**config.mk**
```make
export PLATFORM = sky130hd
export DESIGN_NAME = stream_demux4
export DESIGN_NICKNAME = d
export VERILOG_FILES = /design/src/rtl/stream_demux_pkg.sv /design/src/rtl/stream_demux_fifo2.sv /design/src/rtl/stream_demux4.sv
export SDC_FILE = /design/constraint.sdc
export NUM_CORES = 1
export LEC_CHECK = 0
export CAP_MARGIN = 20
export CORE_UTILIZATION = 54
export DETAILED_ROUTE_END_ITERATION = 12
export PLACE_DENSITY = 0.78
export REMOVE_ABC_BUFFERS = 1
export SLEW_MARGIN = 15
export SYNTH_ARGS = -nofsm -noshare
export SYNTH_HDL_FRONTEND = slang
export SYNTH_SLANG_ARGS = --single-unit
```
**constraint.sdc**
```tcl
create_clock -name clk -period 2.32 [get_ports clk]
set_input_delay 0.464 -clock clk [delete_from_list [all_inputs] [get_ports clk]]
set_output_delay 0.464 -clock clk [all_outputs]
set_load 0.02 [all_outputs]
```
**src/rtl/stream_demux_pkg.sv**
```systemverilog
// stream_demux_pkg: shared constants and types for the 1:4 stream demux
package stream_demux_pkg;
  localparam int N_CH = 4;
  localparam int SEL_W = 2;
  localparam int FIFO_DEPTH = 2;
  typedef logic [1:0] cnt_t;
endpackage

```
**src/rtl/stream_demux_fifo2.sv**
```systemverilog
// stream_demux_fifo2: 2-entry synchronous FIFO with registered head and status
module stream_demux_fifo2
  import stream_demux_pkg::*;
#(
  parameter int DATA_W = 8,
  parameter int DEPTH = FIFO_DEPTH
) (
  input  logic              clk,
  input  logic              rst_n,
  input  logic              push,
  input  logic              pop,
  input  logic [DATA_W-1:0] din,
  output logic              full,
  output logic              empty,
  output logic [DATA_W-1:0] head
);
  cnt_t cnt;
  logic wp, rp;
  logic [DATA_W-1:0] mem [2];
  logic do_push, do_pop;
  assign full = cnt == cnt_t'(DEPTH);
  assign empty = cnt == '0;
  assign do_push = push && !full;
  assign do_pop = pop && !empty;
  assign head = mem[rp];
  always_ff @(posedge clk) begin
    if (!rst_n) begin
      cnt <= '0;
      wp <= 1'b0;
      rp <= 1'b0;
      mem[0] <= '0;
      mem[1] <= '0;
    end else begin
      if (do_push) begin
        mem[wp] <= din;
        wp <= ~wp;
      end
      if (do_pop) rp <= ~rp;
      cnt <= cnt + cnt_t'(do_push) - cnt_t'(do_pop);
    end
  end
endmodule

```
**src/rtl/stream_demux4.sv**
```systemverilog
// stream_demux4: registered 1:4 stream demux with per-channel 2-deep FIFOs
module stream_demux4
  import stream_demux_pkg::*;
#(
  parameter int DATA_W = 8,
  parameter int DEPTH = FIFO_DEPTH
) (
  input  logic                   clk,
  input  logic                   rst_n,
  input  logic                   in_valid,
  output logic                   in_ready,
  input  logic [DATA_W-1:0]      in_data,
  input  logic [SEL_W-1:0]       in_sel,
  output logic [N_CH-1:0]        out_valid,
  input  logic [N_CH-1:0]        out_ready,
  output logic [N_CH*DATA_W-1:0] out_data,
  output logic [N_CH-1:0]        ch_full
);
  logic [N_CH-1:0] full, empty, push;
  assign in_ready = rst_n && !full[in_sel];
  assign out_valid = ~empty;
  assign ch_full = full;
  for (genvar i = 0; i < N_CH; i++) begin : g_ch
    assign push[i] = in_valid && in_ready && in_sel == SEL_W'(i);
    stream_demux_fifo2 #(.DATA_W(DATA_W), .DEPTH(DEPTH)) u_fifo (
      .clk(clk),
      .rst_n(rst_n),
      .push(push[i]),
      .pop(out_ready[i]),
      .din(in_data),
      .full(full[i]),
      .empty(empty[i]),
      .head(out_data[i*DATA_W +: DATA_W])
    );
  end
endmodule
```
# After elaboration in Yosys (flattened, before gate mapping)
# Memories as Yosys holds them, arrays and structs flattened. A register that Yosys moved wholly into a read port is not among the register bits.
# Cells that the tools add are included.
# word_totals
reg_bits,16
ramBits,64
inputBits,17
output_inout_bits,41
word_cells,108
n_memories,4
# op_classes
add_sub_neg,8
n_lt_le_gt_ge,1
n_eq_ne,7
n_mux,35
bitwise_logic,9
n_reduce_logical,32
# memory_table
name,words,width,read_ports,rd_ports_with_merged_regs,write_ports,line,source
g_ch[0].u_fifo.mem,2,8,1,1,2,stream_demux_fifo2.sv:19,logic [DATA_W-1:0] mem [2];
g_ch[1].u_fifo.mem,2,8,1,1,2,stream_demux_fifo2.sv:19,
g_ch[2].u_fifo.mem,2,8,1,1,2,stream_demux_fifo2.sv:19,
g_ch[3].u_fifo.mem,2,8,1,1,2,stream_demux_fifo2.sv:19,
# op_table
op,n
$mux 8,4
$reduce_or 8->1,4
$mux 1,30
$logic_and 1x1->1,14
$eq 2x2->1 const B,6
$logic_not 2->1,5
$logic_not 1->1,9
$add 2x1->2,4
$not 1->1,8
$sub 2x1->2,4
$not 4->4,1
$lt 2x3->1 const B,1
$bmux 1 s2,1
$eq 2x1->1 const B,1

# Logic depth before layout (Yosys ltp)
# depth
ltp_word,13
depth_mapped,7
depth_no_buf,7

# By module
# A second synthesis with hierarchy kept.
# unflattened
hier_cells,324
hier_area_um2,3783.6
# modules_own_cells
module,n_inst,cells_each,area_per_inst_um2,seq_area_each_um2
stream_demux_fifo2,4,78,925.9,580.6
stream_demux4,1,12,80.1,0.0

# Least setup slack after synthesis
# OpenSTA, ideal clock, no wires.
# synth_path
kind,input to register
start,input port in_sel[1]
end,"memory g_ch[0].u_fifo.mem[0][0], enable pin"
setup_time_ns,0.384
t_arrival_ns,1.680
required_ns,1.936
setup_slack_ns,0.256
stages,3
n_path_buf,0
cell_sequence,nand3b_4 or3_4 o21ai_0
# synth_lines
item,line,source
from (decl),stream_demux4.sv:13,"input logic [SEL_W-1:0] in_sel,"
to (decl),stream_demux_fifo2.sv:19,

# Worst setup path in the final report
# layout_path
start,register g_ch[2].u_fifo.cnt[1]
end,output port ch_full[2]
# layout_between
elab_chain_len,1
# layout_lines
item,line,source
from (decl),stream_demux_fifo2.sv:17,cnt_t cnt;
from (signal assigned),stream_demux_fifo2.sv:39,cnt <= cnt + cnt_t'(do_push) - cnt_t'(do_pop);
$eq 2x2->1,stream_demux_fifo2.sv:21,assign full = cnt == cnt_t'(DEPTH);
to (decl),stream_demux4.sv:17,output logic [N_CH-1:0] ch_full
# No other way between the ends.

==> metrics.txt <==
# TYPE chip_impl_metric gauge
chip_impl_info{name="run_status",value="finished, final reports clean"} 1
chip_impl_metric{name="worst_ir_drop_vdd",unit="mV"} 0.711
chip_impl_metric{name="setup_ws",unit="ps"} 108
chip_impl_metric{name="die-area",unit="um^2"} 7590
chip_impl_metric{name="finalInstanceArea",unit="um^2"} 5050
chip_impl_metric{name="totalPowerFinal",unit="W"} 0.00461
chip_impl_metric{name="mappedNetlistArea",unit="um^2"} 3910
chip_impl_metric{name="yosysSeqAreaShare",unit="%"} 59.3
chip_impl_info{name="critPathLaunchType",value="register"} 1
chip_impl_metric{name="remaining_drc_errors",unit=""} 0
chip_impl_metric{name="dp_cells",unit=""} 461
chip_impl_metric{name="post_synth.cell_area_avg",unit="um^2"} 13.5
chip_impl_metric{name="worst-r2r-setup-slack",unit="ps"} 560
chip_impl_metric{name="buffers_on_ports",unit=""} 57
chip_impl_info{name="rsz_0062_raised_after_global_routing",value="false"} 1
chip_impl_metric{name="worst_skew_pair.late_latency",unit="ps"} 350
chip_impl_metric{name="drive_gt1_share",unit="%"} 26.8
chip_impl_metric{name="sequential_cell_area",unit="um^2"} 2330
chip_impl_metric{name="cap_viol_max_count",unit=""} 0
chip_impl_metric{name="critical_path.max_fanout",unit=""} 5
chip_impl_info{name="setup.worst_path.class",value="register to primary output"} 1
chip_impl_metric{name="worst_setup_hold_path_clk_slew",unit="ps"} 80
chip_impl_metric{name="antenna_viol_nets_final",unit=""} 0
chip_impl_metric{name="chipHeight",unit="um"} 87.1
chip_impl_metric{name="vias_in_the_first_global_route",unit=""} 2409
chip_impl_metric{name="finalCritPeriodShare",unit="%"} 95.3
chip_impl_metric{name="layout_min_cycle_time",unit="ps"} 2210
chip_impl_metric{name="count_of_unique_library_cells_instantiated_by_yosys",unit=""} 36
chip_impl_info{name="startpoint",value="g_ch[2].u_fifo.cnt[1]"} 1
chip_impl_info{name="critPathSlowestCell",value="clkdlybuf4s50_1"} 1
chip_impl_metric{name="fillerInstances",unit=""} 510
chip_impl_metric{name="grt_first_pass_wirelength",unit="um"} 11400
chip_impl_metric{name="vias",unit=""} 2409
chip_impl_metric{name="route.final.wire_length",unit="um"} 7210
chip_impl_metric{name="ctsHoldBuffers",unit=""} 0
chip_impl_metric{name="floorplan.initialDensity",unit="%"} 56.7
chip_impl_metric{name="pin_count",unit=""} 58
chip_impl_metric{name="drt_iter0_drc",unit=""} 94
chip_impl_info{name="synthFlopType",value="edfxtp_1"} 1
chip_impl_metric{name="core-area",unit="um^2"} 6910
chip_impl_info{name="synthMostInstantiatedCell",value="and2_1"} 1
chip_impl_metric{name="nets",unit=""} 399
chip_impl_metric{name="power_per_cell_area",unit="nW/um^2"} 915
chip_impl_metric{name="tritoncts.num_buffers",unit=""} 9
chip_impl_metric{name="postCtsSetupBuffers",unit=""} 0
chip_impl_metric{name="instances_no_fill",unit=""} 477
chip_impl_metric{name="multi_input_comb_area",unit="um^2"} 1460
chip_impl_metric{name="worst_pin_slew",unit="ps"} 367
chip_impl_info{name="netlist.top_cell.by_area",value="edfxtp_1"} 1
chip_impl_metric{name="hold_viol_final",unit=""} 0
chip_impl_metric{name="die_w",unit="um"} 87.1
chip_impl_metric{name="arrival",unit="ps"} 1750
chip_impl_metric{name="gp_routability_congestion",unit=""} 0.730
chip_impl_metric{name="post_synth_inst_count",unit=""} 289
chip_impl_metric{name="initial_antenna_violation_count",unit=""} 0
chip_impl_metric{name="grt_overflow_total",unit=""} 0
chip_impl_metric{name="cellLeakagePower",unit="nW"} 2.01
chip_impl_metric{name="routedWlPerCell",unit="um"} 15.1
chip_impl_metric{name="fin_hold_ws",unit="ps"} 509
chip_impl_metric{name="ctsHtreeMaxLevel",unit=""} 3
chip_impl_info{name="worst_hold_path_type",value="register to register"} 1
chip_impl_metric{name="pre_cts_ws",unit="ps"} -298
chip_impl_info{name="synth.top_cells.by_area",value="edfxtp_1 49%, and2_1 11%, dfxtp_1 10%"} 1
chip_impl_metric{name="yosys_warnings",unit=""} 0
chip_impl_metric{name="diodes",unit=""} 0
chip_impl_metric{name="grt_start_max_net_pins",unit=""} 15
chip_impl_metric{name="final-max-slew-violation-count",unit=""} 0
chip_impl_info{name="synth_commonest_cells",value="68 x and2_1, 64 x edfxtp_1, 32 x mux2_2"} 1
chip_impl_metric{name="placementRows",unit=""} 30
chip_impl_metric{name="synth.ff_latch_count",unit=""} 84
chip_impl_metric{name="max_slew_margin",unit="%"} 75.4
chip_impl_metric{name="critical_path_required",unit="ps"} 1860
chip_impl_metric{name="first_pass_iters",unit=""} 4
chip_impl_info{name="hp-start",value="g_ch[3].u_fifo.wp"} 1
chip_impl_info{name="tritoncts",value="done"} 1
chip_impl_metric{name="fmax",unit="MHz"} 452
chip_impl_metric{name="drt-vias-per-instance",unit=""} 5.05
chip_impl_metric{name="grt_usage",unit="%"} 20.7
chip_impl_metric{name="flow.area_growth_from_synthesis",unit="%"} 28.9
chip_impl_info{name="worst_r2r_start",value="g_ch[0].u_fifo.cnt[1]"} 1
chip_impl_metric{name="post-synth-top-area-fraction",unit="%"} 49.1
chip_impl_metric{name="dp.final_hpwl",unit="um"} 5040
chip_impl_metric{name="worst_clock_skew",unit="ps"} 9.57
chip_impl_metric{name="clk_path_buf_depth",unit=""} 2
chip_impl_info{name="timing.critical_path.cells",value="nor2b_1, buf_4, clkdlybuf4s50_1"} 1
chip_impl_metric{name="setup_viol",unit=""} 0
chip_impl_metric{name="synth-async-reset-ratio",unit="%"} 0
chip_impl_metric{name="clkSinkCount",unit=""} 84
chip_impl_info{name="cp-end-kind",value="primary output"} 1
chip_impl_info{name="clk_root_buffer_cell",value="clkbuf_8"} 1
chip_impl_metric{name="crit_path_max_incr_delay",unit="ps"} 610
chip_impl_metric{name="placement.cell_area",unit="um^2"} 4830
chip_impl_metric{name="synth-edff-count",unit=""} 64
-- report_power, final --
group | total, W | switching [W] | internal [W]
logic | 0.00152 | 0.000715 | 0.000807
registers | 0.00196 | 0.000167 | 0.00180
clock network | 0.00113 | 0.000519 | 0.000609
total | 0.00461 | 0.00140 | 0.00321
-- critical path, delay by kind of cell (launching register included) --
kind                   cells  cell delay, ps
buffers and inverters      2             800
flip-flops                 1             390
AND/OR/NAND/NOR            1             220
-- kinds of logic (layout without fill, tap and decap cells) --
| group | Yosys count | in the layout | synth area share, % |
|---|---|---|---|
| buf+inv | 25 | 117 | 3.36 |
| mux | 35 | 35 | 10.3 |
| compound gates | 13 | 13 | 2.40 |
| xor+xnor | 8 | 8 | 1.79 |
| simple gates | 118 | 118 | 20.9 |
| flops | 84 | 84 | 59.3 |
| fa+ha+maj | 6 | 6 | 1.92 |
-- stage by stage --
stage	util, %	setup TNS, ps
finish	73.1	0
detailed placement	69.9	-298
floorplan	-	0
global route	73.1	0
global placement	69.9	-308
CTS	73.1	0
-- flip-flops by register name, summed over array words and instances (netlist names), named ones only --
name / cells
g_ch.u_fifo.cnt: 8
g_ch.u_fifo.mem: 64
g_ch.u_fifo.rp: 4
g_ch.u_fifo.wp: 4
-- worst paths after layout --
check,depth (start not counted),endpoint
min reg2reg,2,g_ch[3].u_fifo.wp
max,3,ch_full[2]
max reg2reg,5,g_ch[0].u_fifo.cnt[1]
min,2,g_ch[3].u_fifo.wp
-- placed cells by master (no fill, tap or decap), drive strengths merged, types with 2 or more instances in the layout --
cell type,instances
o31ai,3
ha,6
clkbuf,10
edfxtp,64
nor3,5
mux2i,2
nor4b,2
o21a,4
clkdlybuf4s50,55
bufinv,2
and2,68
nand2b,7
or2,4
dfxtp,20
nor2b,4
buf,34
or3,2
nor4,6
inv,13
nand2,5
nor2,11
clkinv,2
xnor2,4
mux2,32
xor2,4
o21bai,3
-- what timing repair did --
action                     in CTS  in global routing
gates resized for setup         4                  5
setup endpoints to repair       7                 24
cloned                          0                  0
pin swaps                       0                  0
-- routing by layer --
metal | share of wire [%] | track usage (%) | vias up | wire, um
met5 | 0 | 0 | - | 0
met4 | 1.5 | 8.49 | 0 | 111
met3 | 3.3 | 3.03 | 10 | 237
met2 | 50 | 36.1 | 58 | 3630
met1 | 45 | 26.0 | 1162 | 3230
li1 | - | - | 1179 | -
-- layout make-up --
type	instances	share of cell area, %
Sequential cell	84	46.1
Clock buffer	10	2.53
Inverter	11	0.917
Multi-Input combinational cell	180	28.9
Tap cell	96	2.38
Clock inverter	6	1.71
Timing Repair Buffer	90	17.4
(Power assumes the default switching activity.)
